[src/rtl/tick_countdown_if.sv]
// Control and status bundle for tick_countdown: the master issues load/start/pause
// strobes and the timer (slave) reports count, tick, busy, done and state.
interface tick_countdown_if #(
    parameter int WIDTH = 8
);
    logic             load;
    logic [WIDTH-1:0] load_value;
    logic             start;
    logic             pause;
    logic [WIDTH-1:0] count;
    logic             tick;
    logic             busy;
    logic             done;
    logic [1:0]       state;

    modport master (
        output load, load_value, start, pause,
        input  count, tick, busy, done, state
    );

    modport slave (
        input  load, load_value, start, pause,
        output count, tick, busy, done, state
    );
endinterface

[src/rtl/tick_countdown.sv]
// Synchronises a slow divided square wave into clk, turns its edges into tick
// enables and uses them to drive a loadable start/pause countdown timer.
module tick_countdown #(
    parameter int WIDTH       = 8,
    parameter bit BOTH_EDGES  = 1'b1,
    parameter bit AUTO_RELOAD = 1'b0
) (
    input  logic         clk,
    input  logic         rst,
    input  logic         div_in,
    tick_countdown_if.slave bus
);
    typedef enum logic [1:0] {
        IDLE  = 2'd0,
        RUN   = 2'd1,
        PAUSE = 2'd2,
        DONE  = 2'd3
    } state_t;

    logic             s1_reg, s2_reg, s3_reg;
    logic [1:0]       prime_reg;
    logic             edge_raw;
    logic             div_edge;
    logic             tick_reg;
    logic             done_reg;
    logic [WIDTH-1:0] count_reg;
    logic [WIDTH-1:0] reload_reg;
    state_t           state_reg;

    generate
        if (BOTH_EDGES) begin : g_both_edges
            assign edge_raw = s2_reg ^ s3_reg;
        end else begin : g_rise_edge
            assign edge_raw = s2_reg & ~s3_reg;
        end
    endgenerate

    // s3 only holds a genuine sample once three edges have passed since reset,
    // so edges are suppressed until then; a high div_in at reset gives no tick.
    assign div_edge = edge_raw & (prime_reg == 2'd3);

    always_ff @(posedge clk or posedge rst) begin
        if (rst) begin
            s1_reg    <= 1'b0;
            s2_reg    <= 1'b0;
            s3_reg    <= 1'b0;
            prime_reg <= 2'd0;
            tick_reg  <= 1'b0;
        end else begin
            s1_reg   <= div_in;
            s2_reg   <= s1_reg;
            s3_reg   <= s2_reg;
            tick_reg <= div_edge;
            if (prime_reg != 2'd3) begin
                prime_reg <= prime_reg + 2'd1;
            end
        end
    end

    always_ff @(posedge clk or posedge rst) begin
        if (rst) begin
            state_reg  <= IDLE;
            count_reg  <= '0;
            reload_reg <= '0;
            done_reg   <= 1'b0;
        end else begin
            done_reg <= 1'b0;
            if (bus.load) begin
                count_reg  <= bus.load_value;
                reload_reg <= bus.load_value;
                state_reg  <= IDLE;
            end else begin
                case (state_reg)
                    IDLE: begin
                        if (!bus.pause && bus.start) begin
                            if (count_reg != '0) begin
                                state_reg <= RUN;
                            end else begin
                                state_reg <= DONE;
                                done_reg  <= 1'b1;
                            end
                        end
                    end
                    RUN: begin
                        // A pause wins over an edge arriving in the same cycle.
                        if (bus.pause) begin
                            state_reg <= PAUSE;
                        end else if (div_edge) begin
                            if (count_reg <= WIDTH'(1)) begin
                                done_reg <= 1'b1;
                                if (AUTO_RELOAD && (reload_reg != '0)) begin
                                    count_reg <= reload_reg;
                                end else begin
                                    count_reg <= '0;
                                    state_reg <= DONE;
                                end
                            end else begin
                                count_reg <= count_reg - WIDTH'(1);
                            end
                        end
                    end
                    PAUSE: begin
                        if (!bus.pause && bus.start) begin
                            state_reg <= RUN;
                        end
                    end
                    DONE: begin
                        if (!bus.pause && bus.start) begin
                            if (reload_reg != '0) begin
                                count_reg <= reload_reg;
                                state_reg <= RUN;
                            end else begin
                                done_reg <= 1'b1;
                            end
                        end
                    end
                    default: state_reg <= IDLE;
                endcase
            end
        end
    end

    assign bus.count = count_reg;
    assign bus.tick  = tick_reg;
    assign bus.done  = done_reg;
    assign bus.state = state_reg;
    assign bus.busy  = (state_reg == RUN) || (state_reg == PAUSE);
endmodule
[src/flat_wrapper.sv]
// flat-port wrapper written by rule: the top's interface ports become plain ports
module tick_countdown_flat 
#(
    parameter int WIDTH       = 8,
    parameter bit BOTH_EDGES  = 1'b1,
    parameter bit AUTO_RELOAD = 1'b0
)
  (clk, rst, div_in, bus_load, bus_load_value, bus_start, bus_pause, bus_count, bus_tick, bus_busy, bus_done, bus_state);
  tick_countdown_if #(.WIDTH(WIDTH)) bus_i ();
  input  logic clk;
  input  logic rst;
  input  logic div_in;
  input wire logic [$bits(bus_i.load)-1:0] bus_load;
  input wire logic [$bits(bus_i.load_value)-1:0] bus_load_value;
  input wire logic [$bits(bus_i.start)-1:0] bus_start;
  input wire logic [$bits(bus_i.pause)-1:0] bus_pause;
  output wire logic [$bits(bus_i.count)-1:0] bus_count;
  output wire logic [$bits(bus_i.tick)-1:0] bus_tick;
  output wire logic [$bits(bus_i.busy)-1:0] bus_busy;
  output wire logic [$bits(bus_i.done)-1:0] bus_done;
  output wire logic [$bits(bus_i.state)-1:0] bus_state;
  assign bus_i.load = bus_load;
  assign bus_i.load_value = bus_load_value;
  assign bus_i.start = bus_start;
  assign bus_i.pause = bus_pause;
  assign bus_count = bus_i.count;
  assign bus_tick = bus_i.tick;
  assign bus_busy = bus_i.busy;
  assign bus_done = bus_i.done;
  assign bus_state = bus_i.state;
  tick_countdown #(.WIDTH(WIDTH), .BOTH_EDGES(BOTH_EDGES), .AUTO_RELOAD(AUTO_RELOAD)) u_core (.clk(clk), .rst(rst), .div_in(div_in), .bus(bus_i));
endmodule
[config.mk]
export PLATFORM = sky130hd
export DESIGN_NAME = tick_countdown_flat
export DESIGN_NICKNAME = d
export VERILOG_FILES = /design/src/rtl/tick_countdown_if.sv /design/src/rtl/tick_countdown.sv /design/src/flat_wrapper.sv
export SDC_FILE = /design/constraint.sdc
export NUM_CORES = 1
export LEC_CHECK = 0
export ABC_AREA = 1
export CELL_PAD_IN_SITES_DETAIL_PLACEMENT = 0
export CELL_PAD_IN_SITES_GLOBAL_PLACEMENT = 1
export CORE_AREA = 2 2 79 66
export CTS_BUF_LIST = sky130_fd_sc_hd__clkbuf_8
export CTS_CLUSTER_SIZE = 24
export DETAILED_ROUTE_END_ITERATION = 6
export DIE_AREA = 0 0 81 68
export PLACE_DENSITY_LB_ADDON = 0.1
export SYNTH_ARGS = -nofsm -noshare
export SYNTH_HDL_FRONTEND = slang
export SYNTH_SLANG_ARGS = --single-unit
[constraint.sdc]
create_clock -name clk -period 1.3 [get_ports clk]
set_input_delay 0.13 -clock clk [delete_from_list [all_inputs] [get_ports clk]]
set_output_delay 0.13 -clock clk [all_outputs]
set_load 0.01 [all_outputs]
; ---- Yosys cells after proc, flatten, opt, wreduce, memory -nomap -nowiden
; Index checks and enable logic that the tools add are counted.
[word_totals]
reg_bits = 25
inputBits = 14
out_inout_bits = 13
[classes]
n_addsub = 2
magnitude_cmp = 1
eq_ne = 13
muxes = 26
bitwise = 2
reduce_logical = 9
[op_table]
columns = operator, n
row1 = two-way mux 8 bit, 6
row2 = two-way mux 2 bit, 9
row3 = case mux 8 bit (2 select lines), 1
row4 = nonzero test 8 bit, 2
row5 = inequality test 3 x 2 -> 1 bit (second input constant), 5
row6 = less-or-equal comparator 8 x 1 -> 1 bit (second input constant), 1
row7 = two-way mux 1 bit, 8
row8 = inequality test 4 x 3 -> 1 bit (second input constant), 2
row9 = case mux 2 bit (4 select lines), 1
row10 = subtractor 8 x 1 -> 8 bit (second input constant), 1
row11 = == test 2 bit (second input constant), 3
row12 = AND reduction 6 bit, 1
row13 = AND reduction 5 bit, 1
row14 = inequality test 3 bit (second input constant), 1
row15 = case mux 1 bit (3 select lines), 1
row16 = nonzero test 3 bit, 1
row17 = adder 2 x 1 -> 2 bit (second input constant), 1
row18 = == test 2 x 1 -> 1 bit (second input constant), 1
row19 = logical NOT 2 bit, 1
row20 = inequality test 2 bit (second input constant), 1
row21 = bitwise AND 1 bit, 1
row22 = logical AND 1 bit, 1
row23 = logical NOT 1 bit, 1
row24 = logical OR 1 bit, 1
row25 = bitwise XOR 1 bit, 1

; ---- Logic depth before layout (Yosys ltp)
; Gate-level depths: netlist of the first run.
[logic_depth]
ltp_word = 6
ltp_mapped = 11
ltp_nobuf = 11

; ---- Worst setup path before layout of the first run
; OpenSTA, ideal clock, no wires.
[synth_path]
path_kind = register to register
from = register u_core.count_reg[0] (netlist: u_core.bus.count[0])
to = register u_core.state_reg[0] (netlist: u_core.bus.state[0])
setup_ns = 0.117
arrival_ns = 1.339
required_time_ns = 1.183
slack_ns = -0.156
path_stages_with_launch = 12
synth_period_minus_slack_ns = 1.456
cell_sequence = dfrtp_1 -> inv_1 -> ha_1 -> inv_2 -> nand2_1 -> nand2_2 -> nor2_4 -> nand2_2 -> nand3_2 -> nand2_2 -> nand2_1 -> nand2_1
[synth_via]
elab_chain_cells = 3
[synth_lines]
columns = item, line_no
row1 = start: declaration, tick_countdown.sv:26  ; logic [WIDTH-1:0] count_reg;
row2 = start signal: assignment, tick_countdown.sv:69  ; count_reg <= bus.load_value;
row3 = start signal: assignment, tick_countdown.sv:92  ; count_reg <= reload_reg;
row4 = start signal: assignment, tick_countdown.sv:98  ; count_reg <= count_reg - WIDTH'(1);
row5 = less-or-equal comparator 8 x 1 -> 1 bit, tick_countdown.sv:89  ; if (count_reg <= WIDTH'(1)) begin
row6 = inequality test 4 x 3 -> 1 bit (no source line), -
row7 = AND reduction 6 bit (no source line), -
row8 = end signal: assignment, tick_countdown.sv:87  ; state_reg <= PAUSE;
row9 = end signal: assignment, tick_countdown.sv:95  ; state_reg <= DONE;
row10 = end signal: assignment, tick_countdown.sv:104  ; state_reg <= RUN;
row11 = end: declaration, tick_countdown.sv:28  ; state_t state_reg;
; No other way between the ends.
; A chain may end at the register's enable or synchronous reset.

; ---- Worst setup path after layout of the first run
[layout_path]
from = register u_core.state_reg[0] (netlist: u_core.bus.state[0])
to = register u_core.count_reg[4] (netlist: u_core.bus.count[4])
[layout_via]
elab_chain_cells = 3
word_cells_on_any_way = 10
cone_classes = eq/ne (6) / mux (2) / reduce/logical (2)
[layout_lines]
columns = item, line_no
row1 = start signal: assignment, tick_countdown.sv:62  ; state_reg <= IDLE;
row2 = start signal: assignment, tick_countdown.sv:71  ; state_reg <= IDLE;
row3 = start signal: assignment, tick_countdown.sv:77  ; state_reg <= RUN;
row4 = == test 2 x 1 -> 1 bit or == test 2 bit (tied branches), tick_countdown.sv:73  ; case (state_reg)
row5 = inequality test 3 x 2 -> 1 bit (no source line) (tied with other cells), -
row6 = AND reduction 5 bit (no source line) or two-way mux 8 bit (tied branches), -
; Parallel ways exist; a longest one is shown, timed or not.

==> impl_summary.md, run 1 <==
Worst setup path
The slowest stage of the critical path is the dfrtp_2 cell. The critical path goes through buf_6 > ha_4 > inv_8 > nor2_4 > nand2_4 > nand3_4 > nor2_4 > nand2_1 > nand2_1. The type of origin of the critical path is a flop. The critical path in this run is classified as flop to flop. Of all nets on the critical path, the largest fanout is 8. At the worst endpoint, the required time is 1.51 ns. The register-to-register path setup slack is -0.17 ns. Data on the critical path arrives at its endpoint at 1.68 ns. The reg-to-reg startpoint is u_core.bus.state[0]. The type of element capturing the critical path is a flop. The critical path starts at u_core.bus.state[0]. For the worst flop-to-flop path, the logic depth is 9. The critical path's largest stage delay is 0.43 ns.

Drt
The first routing iteration left 36 violations. The detailed-route vias per instance is 4.17. The post-detailed-routing wire length is 3.84 mm. In the final routed layout, each cell accounts on average for 11.1 um. The number of DRC violations after detailed routing is 0. The first-pass detailed-route iteration total is 4. The remaining number of nets flagged by the antenna check after routing is 0. The total vias in the final route is 1438.

Min path
In this run the worst hold path is classified as input port to asynchronous set/reset pin.

Floorplan
The die outline width is 81 um. The total die area is 5510 um^2. The effective utilization at floorplan is 33.2%. The height of the chip is 68 um. The floorplan has 23 rows. The core outline area is 4780 um^2. 27 I/O pins were placed.

Timing
On the final layout, the worst clock skew is 0.00569 ns. The portion of the clock cycle consumed by the worst path in the final layout is 113%. The worst-margin pin slew is 0.329 ns. The total count of max-transition violations in the final report is 0. Subtracting the final worst setup slack from the clock period gives 1.47 ns. On the final layout, the worst hold slack is 0.199 ns.

The count of endpoints failing hold in the final timing report is 0. Across all setup checks in the final design, the least slack found is -0.169 ns. Setup repair after global routing could not meet its margin everywhere. The worst slew margin relative to its limit is 78.1%.

The highest clock frequency the design can meet is 681 MHz. Setup violations remaining at the end of the flow were counted as 12.

Synth
Sorting the synthesized cells by area gives the leading types as dfrtp_1 39%, nand2_1 24%, ha_1 6.3%. In the synthesized netlist the async set-or-reset flop fraction comes to 100%. The xor and xnor area share after synthesis is 1.10%.

Synthesis inferred 25 register bits. Summing every instance area after synthesis gives 1590 um^2. The post-synthesis share of cell area spent on and, or, nand and nor gates is 41.3%.

The most used flip-flop cell after synthesis is dfrtp_1. The net count after synthesis is 239. By area, the combinational part of the netlist is dominated by simple AND/OR/NAND/NOR gates. The post-synthesis cell count is 217. Summing the areas of all compound-gate instances in the mapped netlist gives 3.95% of the synthesized area.

In the post-synthesis netlist, the cell with the most instances is nand2_1. The count of warnings emitted by yosys is 0. The fraction of post-synthesis cell area in the top cell type by area is 39.5%.

Multiplexer cells account for 0.710% of the synthesized area. The number of flops mapped to enable cells by yosys is 0. The post-synthesis average cell area is 7.31 um^2. The synthesized netlist devotes 6.31% of its cell area to adder and majority cells. Yosys mapped the design onto 25 distinct sky130hd cell types. Of the synthesized area, sequential elements account for 39.5%. Ranked by instance count, the synthesized netlist is headed by 101 x nand2_1, 25 x dfrtp_1, 18 x inv_1. The cell type contributing the most total cell area after synthesis is dfrtp_1.

Clocking
The clock input transition at the sequential cells of the worst setup and hold paths is 0.09 ns. After clock tree synthesis, the flow added hold-fix buffers numbering 0. At the later pin of the worst-skew pair, clock insertion delay measures 0.27 ns. The clock root buffer is clkbuf_8. The number of clock sinks seen by CTS is 25. TritonCTS built the clock tree. Buffers inserted during clock tree synthesis total 3.

In this run the number of H-tree levels came out at 1. The number of buffers on the longest clock path is 2.

Cells and area
The combined area of the multi-input logic cells is 965 um^2. In the final layout, the share of cells above drive strength 1 is 33.6%. At the end of the flow the core is filled with cells to 49.8%.

The growth of design area from synthesis to finish is 50.1%. The final layout contains 306 nets. 0 antenna diodes ended up in the layout.

The area taken by flip-flops and latches is 629 um^2. The layout has 520 filler cells. Once layout is complete, the cells apart from fillers number 345.

Power
The power consumption is 4.68 mW. The total power divided by cell area is 1970 nW/um^2. The analysis attributes to cell leakage a power of 1.30 nW.

The worst-case IR drop observed on VDD is 1.04 mV.

Global route
The number of global-route vias before repair is 1367. The number of antenna violations at the first check in global routing is 0. The pin count of the biggest net entering global routing is 26. The first global-routing pass estimated 6.36 mm of wire. The overall routing resource usage is 15.3%.

The final global-route overflow total is 0.

Placed design
The HPWL after detailed placement is 2.84 mm. The number of buffers added on ports is 26. The final RePlAce weighted congestion is 0.754. Prior to clock tree synthesis, the placed netlist has a worst setup slack of -0.253 ns. The post-placement cell count is 331.

Flow run
The number of max-capacitance violations reported is 0.

Outcome
The final reports fail on negative setup slack. The run finished, with violations left.
==> logic make-up (layout without fill, tap and decap cells) <==
kind of cell	count (synthesis)	count (layout)
compound gates	9	9
xor+xnor	2	2
mux	1	1
flops	25	25
fa+ha+maj	8	8
buf+inv	26	92
simple gates	146	146
==> worst max-delay path: cells and delay by family (launching register included) <==
kind	cells	cell delay [ns]
AND/OR/NAND/NOR	6	0.60
flip-flops	1	0.43
buffers and inverters	2	0.21
adder cells (fa/ha/maj)	1	0.17
==> routing by layer <==
metal  track usage [%]  vias to the layer above  part of all wire, %
met2              22.8                       18                   42
met3              2.77                        2                  3.0
met1              23.1                      621                   55
met4              3.18                        0                 0.49
li1                  -                      797                    -
met5                 0                        -                    0
==> power breakdown <==
| part | internal (mW) | switching (mW) |
|---|---|---|
| Sequential | 0.961 | 0.139 |
| Clock | 0.215 | 0.250 |
| Combinational | 1.52 | 1.60 |
| Total | 2.69 | 1.99 |
==> area by class of cell <==
type,count,share of cell area [%]
Sequential cell,25,26.4
Clock inverter,1,0.210
Clock buffer,3,1.74
Multi-Input combinational cell,166,40.5
Tap cell,62,3.26
Inverter,23,3.94
Timing Repair Buffer,65,23.9
==> stage by stage <==
step | TNS [ns] | area [um^2]
final | -1.58 | 2380
after floorplan | -0.818 | 1600
after global placement | -2.09 | 2140
after CTS | -1.92 | 2280
after detailed placement | -2.40 | 2140
after global routing | -2.76 | 2380
==> cells in the final DEF, fill, tap and decap left out, drive strengths merged, types with 2 or more instances in the layout <==
master / n
buf: 41
clkbuf: 5
inv: 23
xnor2: 2
dlymetal6s2s: 3
o21ai: 6
nor2: 21
dlygate4sd2: 5
a21oi: 2
nand2: 110
nand3: 10
dfrtp: 25
clkdlybuf4s50: 13
nand4: 4
ha: 8
==> timing repair <==
action | CTS | global route
pin swaps | 9 | 14
setup endpoints to repair | 22 | 17
gates resized for setup | 27 | 28
buffers inserted | 6 | 4
==> worst paths after layout <==
check,endpoint
setup / recovery,u_core.bus.count[4]
hold / removal,u_core.prime_reg[1]
setup reg to reg,u_core.bus.count[4]
hold reg to reg,u_core.s2_reg
max in group asynchronous,u_core.bus.state[0]
min in group clk,u_core.s1_reg
(Power assumes the default switching activity.)
==> run 2: changes to the inputs <==
--- a/config.mk
+++ b/config.mk
@@ -17,3 +17,4 @@
 export SYNTH_ARGS = -nofsm -noshare
 export SYNTH_HDL_FRONTEND = slang
 export SYNTH_SLANG_ARGS = --single-unit
+export TNS_END_PERCENT = 50
==> run 2 against run 1 <==
Effect of this change: the flow still finishes with violations (negative setup slack); non-clock buffer count decreased by 5; clock skew decreased by 0.0034 ns; critical path depth decreased by 8; final area decreased by 3.0%; register-to-register slack improved by 0.04 ns; sequential cell count unchanged; critical path type is now flop to output port.
==> impl_summary.md, run 2 (synthesized netlist as in run 1, its figures left out) <==
Worst setup path
In this run the register-to-register setup slack is -0.13 ns. The critical path in this run is classified as flop to output port. Of all nets on the critical path, the largest fanout is 5. The cell family with the largest share of critical-path delay is buffers and inverters.

The slowest cell on the critical path is clkdlybuf4s50_1. The data arrival time of the worst path is 1.31 ns. The signal on the critical path passes through clkdlybuf4s50_1.

The critical path's largest stage delay is 0.58 ns. STA classifies the critical path endpoint as an output port. The type of origin of the critical path is a flop.

Counting both buffers and inverters, the worst setup path holds a total of 1. At the worst endpoint, the required time is 1.17 ns.

Power
The total power divided by cell area is 1940 nW/um^2. The worst vdd rail ir drop is 1.08 mV. Summed over all cells, the static leakage comes to 1.24 nW.

Timing
The final period demand of the worst path is 1.44 ns. The worst pin sits at a relative slew slack of 78.0%. The portion of the clock cycle consumed by the worst path in the final layout is 111%.

The worst-margin pin slew is 0.330 ns. Setup repair after global routing could not meet its margin everywhere. The count of endpoints failing hold in the final timing report is 0. Once routing completed, OpenROAD measured the worst setup slack at -0.142 ns. The final clock skew is 0.00232 ns. The total count of max-transition violations in the final report is 0.

Setup violations remaining at the end of the flow were counted as 13. The worst hold slack after final layout is 0.205 ns. The highest clock frequency the design can meet is 693 MHz.

Drt
The first-pass detailed-route iteration total is 4. The number of DRC violations after detailed routing is 0. The detail route stage leaves a number of antenna-violating nets equal to 0. Dividing the detail-routed wire length by the instance count gives 11.2 um. Detailed routing inserted a total of 1436 vias. The detailed-route vias per instance is 4.22. The first routing iteration left 37 violations.

The final layout contains routed wiring with a total length of 3.81 mm.

Clocking
The clock buffer count from CTS is 3. The later pin in the worst-skew pair is clocked with a latency of 0.27 ns. The number of clock sinks seen by CTS is 25.

The TritonCTS clock tree is yes. The clock root buffer is clkbuf_8. After clock tree synthesis, the flow added hold-fix buffers numbering 0. The clock passes through at most 2 buffers. Clock-pin slew was measured on the worst setup and hold paths at 0.09 ns. CTS built an H-tree with a depth of 1.

Cells and area
Of the cells placed in the final design, the portion with a size suffix greater than 1 is 30.6%. Leaving out fill and tap cells, the most frequent cell in the layout is nand2_1. The growth of design area from synthesis to finish is 45.6%. The final standard cell utilization of the core is 48.3%. The filler cells instantiated in the layout total 524. The top cell types in the final layout, fill and taps aside, are 96 x nand2_1, 31 x buf_4, 23 x dfrtp_1.

The area taken by flip-flops and latches is 628 um^2. The antenna cell count is 0. After the last flow step, the layout net total stands at 301. The combined area of the multi-input logic cells is 945 um^2.

Floorplan
The number of rows created at floorplan is 23. The floorplan step defined a die boundary enclosing 5510 um^2. The die outline width is 81 um. For this configuration, the core starts out at a cell density of 33.2%. The die is 68 um tall. The core region is 4780 um^2. The number of ports placed on the die boundary is 27.

Global route
For this run the aggregate overflow at the end of global routing stands at 0. The first-pass GRT wire length is 6.40 mm. Entering global routing, the biggest net connects 26 pins. The number of antenna violations at the first check in global routing came to 0. The number of global-route vias before repair is 1382. In the global route stage, overall resource usage came out at 15.3%.

Min path
In this run the worst hold path is classified as input port to asynchronous set/reset pin.

Outcome
The final reports fail on negative setup slack. The flow ran to the end, but the final reports show violations.

Placed design
The final RePlAce weighted congestion is 0.758. Port buffering added 26 buffers. The half-perimeter wire length of the detailed placement result is 2.87 mm.

Flow run
The number of max-capacitance violations reported is 0.
[run 2: cell type report]
class / instances / share of cell area [%]
clock buffer: 3 / 1.79
clock inverter: 1 / 0.163
inverter: 23 / 4.07
multi-input combinational: 166 / 40.9
sequential: 25 / 27.2
tap: 62 / 3.36
timing repair buffer: 60 / 22.5
[run 2: per-layer routing]
layer  track usage [%]  vias to the layer above  part of all wire (%)
li1                  -                      787                     -
met1              22.4                      629                    54
met2              24.2                       18                    42
met3              2.77                        2                   3.4
met4              1.91                        0                  0.45
met5                 0                        -                     0
[run 2: worst paths after layout]
path,start,endpoint,depth (start not counted)
min in group clk,div_in,u_core.s1_reg,1
worst max-delay path,u_core.bus.count[3],bus_count[3],1
worst max register to register,u_core.bus.state[1],u_core.bus.state[0],11
worst min-delay path,rst,u_core.bus.count[7],3
max in group asynchronous,rst,u_core.bus.state[0],3
worst min register to register,u_core.s1_reg,u_core.s2_reg,0
[run 2: metrics by stage]
stage,setup TNS [ns],instance area [um^2],power [mW],std cells,worst slack [ns]
floorplan,-0.818,1600,2.65,217,-0.0861
global placement,-2.11,2140,3.83,331,-0.213
detailed placement,-2.53,2140,3.85,331,-0.271
CTS,-2.07,2220,4.34,337,-0.185
global route,-2.48,2310,4.93,340,-0.230
finish,-1.23,2310,4.48,340,-0.142
[run 2: timing repair]
item | 4_1_cts | 5_1_grt
setup endpoints to repair | 22 | 17
gates cloned | 0 | 0
pin swaps | 6 | 14
resized for setup | 19 | 27
buffers inserted | 2 | 3
[run 2: report_power, final]
part / switching [mW] / total, mW / internal (mW)
Combinational: 1.50 / 2.89 / 1.39
Sequential: 0.175 / 1.13 / 0.959
Clock: 0.249 / 0.461 / 0.211
[run 2: worst reg2reg max path: stages (launching register included)]
cell and delay [ns]:
dfrtp_1 0.40, buf_6 0.13, ha_4 0.17, inv_8 0.08, buf_4 0.11, nand3_2 0.08, nand2_2 0.08, inv_1 0.05
nand2_2 0.07, nand2_2 0.05, nand2_1 0.06, nand2_1 0.05
==> run 3: changes to the inputs <==
--- a/config.mk
+++ b/config.mk
@@ -10,6 +10,7 @@
 export CELL_PAD_IN_SITES_GLOBAL_PLACEMENT = 1
 export CORE_AREA = 2 2 79 66
 export CTS_BUF_LIST = sky130_fd_sc_hd__clkbuf_8
+export CTS_CLUSTER_DIAMETER = 30
 export CTS_CLUSTER_SIZE = 24
 export DETAILED_ROUTE_END_ITERATION = 6
 export DIE_AREA = 0 0 81 68
==> constraint.sdc (replaced) <==
create_clock -name clk -period 1.3 [get_ports clk]
set_input_delay 0.26 -clock clk [delete_from_list [all_inputs] [get_ports clk]]
set_output_delay 0.26 -clock clk [all_outputs]
set_load 0.01 [all_outputs]
==> run 3 against run 2 <==
Effect of this change: the run still ends with negative setup slack left; setup slack got worse by 0.062 ns; combinational power increased by 1%; sequential cell count unchanged; clock skew increased by 0.0016 ns; wire length decreased by 3.0%; count of clock-buffer cells in the layout unchanged; cell count increased by 0.59%; worst hold slack improved by 0.090 ns; global-route usage decreased by 0.24 points; critical path type unchanged; critical endpoint is now bus_busy; highest routed layer unchanged.
==> impl_summary.md, run 3 (synthesized netlist as in run 1, its figures left out) <==
Timing
The count of endpoints failing hold in the final timing report is 0. Measured against its own limit, the worst slew margin works out to 82.9%. Once routing completed, OpenROAD measured the worst setup slack at -0.204 ns. The highest clock frequency the design can meet is 665 MHz. Setup violations remaining at the end of the flow were counted as 13.

The worst-margin pin slew is 0.256 ns. Of the available clock period, the critical path in the final layout requires 116%. The worst hold slack after final layout is 0.295 ns. The total count of max-transition violations in the final report is 0. The clock arrives with 0.00397 ns of skew. Subtracting the final worst setup slack from the clock period gives 1.50 ns.

Setup repair after global routing could not meet its margin everywhere.

Worst setup path
The slowest cell on the critical path is dfrtp_1. The critical path class is flop to output port. The type of origin of the critical path is a flop.

In this run the worst path has a maximum fanout of 3. The buffer and inverter count on the worst path is 2. Traced cell by cell, the critical path runs through inv_2 > ha_1 > buf_2. STA classifies the critical path endpoint as an output port. The data arrival time of the worst path is 1.24 ns. In this design, the largest share of critical-path delay is due to flip-flops. STA puts the critical path data required time at 1.04 ns. The critical path's largest stage delay is 0.43 ns.

Clocking
TritonCTS built the clock tree. At the later pin of the worst-skew pair, clock insertion delay measures 0.27 ns. The H-tree level count is 1.

The clock passes through at most 2 buffers. Counting every sink on the clock net gives 25. Clock tree synthesis inserted a total of 3 buffers.

The clock input transition at the sequential cells of the worst setup and hold paths is 0.09 ns. The tree is rooted in a clkbuf_8.

Floorplan
The total die area is 5510 um^2. The floorplan has 23 rows. The effective utilization at floorplan is 33.2%. The height of the chip is 68 um. For this design the top-level I/O count stands at 27. The core outline area is 4780 um^2. The die outline width is 81 um.

Global route
The number of antenna violations at the first check in global routing is 0. Global routing finished with a remaining overflow of 0. The overall routing resource usage is 15.1%.

The number of global-route vias before repair is 1315. The first global-routing pass estimated 6.18 mm of wire. The pin count of the biggest net entering global routing is 26.

Drt
The post-detailed-routing wire length is 3.69 mm. In this run the remaining antenna-violating nets after routing total 0. The detailed-route vias per instance is 4.16. The detailed router placed 1423 vias in this run. The average wire per standard cell is 10.8 um.

The first-pass detailed-route iteration total is 4. The count of routing violations after the opening detailed-route iteration is 50. For this run, design rule violations remaining after detail routing come to 0.

Cells and area
For this run, the post-layout net count is 303. The area taken by flip-flops and latches is 629 um^2. The multi-input combinational cells in the finished layout cover a total of 913 um^2. The most common library cell in the layout ignoring fill and taps is nand2_1.

The fraction of final layout cells with drive strength greater than 1 is 31.8%. After filler insertion, the fill cell instance count of the layout stands at 508. The antenna cell count is 0.

The growth of design area from synthesis to finish is 44.9%. In the layout the commonest cells are 99 x nand2_1, 32 x buf_4, 22 x dfrtp_1.

Placed design
The HPWL after detailed placement is 2.78 mm. During placement, the flow inserted port buffers numbering 26. The setup slack after placement is -0.362 ns. The final RePlAce weighted congestion is 0.805.

Power
The reported leakage power is 1.23 nW. For this design the ratio of total power to cell area is 1960 nW/um^2. The worst vdd rail ir drop is 0.956 mV.

Outcome
The run finished, with violations left. The final reports fail on negative setup slack.

Min path
The worst hold path belongs to the class input port to asynchronous set/reset pin.

Flow run
The number of max-capacitance violations reported is 0.
==> run 3: final cells by class <==
class | count | area share (%)
Clock buffer | 3 | 1.80
Clock inverter | 1 | 0.218
Timing Repair Buffer | 62 | 23.3
Sequential cell | 25 | 27.4
Inverter | 23 | 4.19
Multi-Input combinational cell | 166 | 39.8
Tap cell | 62 | 3.38
==> run 3: worst min-delay path: stages <==
cell	delay [ns]
clkdlybuf4s50_1	0.39
inv_1	0.09
buf_12	0.19
==> run 3: power by group <==
| group | switching [mW] | internal, mW | total [mW] | leakage [nW] |
|---|---|---|---|---|
| clock | 0.260 | 0.215 | 0.474 | 0.0255 |
| combinational | 1.51 | 1.41 | 2.93 | 0.900 |
| sequential | 0.132 | 0.960 | 1.09 | 0.300 |
==> run 3: layer usage <==
layer / vias up / GRT usage (%) / share of wire [%]
li1: 799 / - / -
met1: 601 / 22.9 / 55
met5: - / 0 / 0
met4: 0 / 3.18 / 0.46
met2: 21 / 22.1 / 41
met3: 2 / 2.77 / 3.4
==> run 3: repair_timing <==
action | CTS | global route
hold buffers | 0 | 0
resized for setup | 40 | 10
pin swaps | 5 | 9
buffers inserted | 8 | 2
setup endpoints to repair | 24 | 13
==> run 3: metrics by stage <==
| step | TNS [ns] | cell area, um^2 | cells | power, mW | utilization [%] |
|---|---|---|---|---|---|
| global placement | -4.00 | 2130 | 328 | 3.78 | 44.7 |
| detailed placement | -4.22 | 2130 | 328 | 3.75 | 44.7 |
| global route | -2.75 | 2300 | 342 | 4.93 | 48.1 |
| finish | -1.54 | 2300 | 342 | 4.49 | 48.1 |
| CTS | -1.50 | 2240 | 340 | 4.38 | 46.9 |
| floorplan | -0.818 | 1600 | 217 | 2.65 | - |
==> run 3: path summary, 6_finish.rpt <==
kind | depth (start not counted) | from | slack, ns | endpoint
setup reg to reg | 7 | u_core.bus.state[1] | -0.15 | u_core.bus.done
setup / recovery | 3 | u_core.bus.state[1] | -0.20 | bus_busy
hold / removal | 3 | rst | 0.30 | u_core.s2_reg
hold reg to reg | 0 | u_core.s1_reg | 0.36 | u_core.s2_reg
min in group clk | 0 | u_core.s1_reg | 0.36 | u_core.s2_reg
max in group asynchronous | 3 | rst | 0.84 | u_core.bus.state[0]
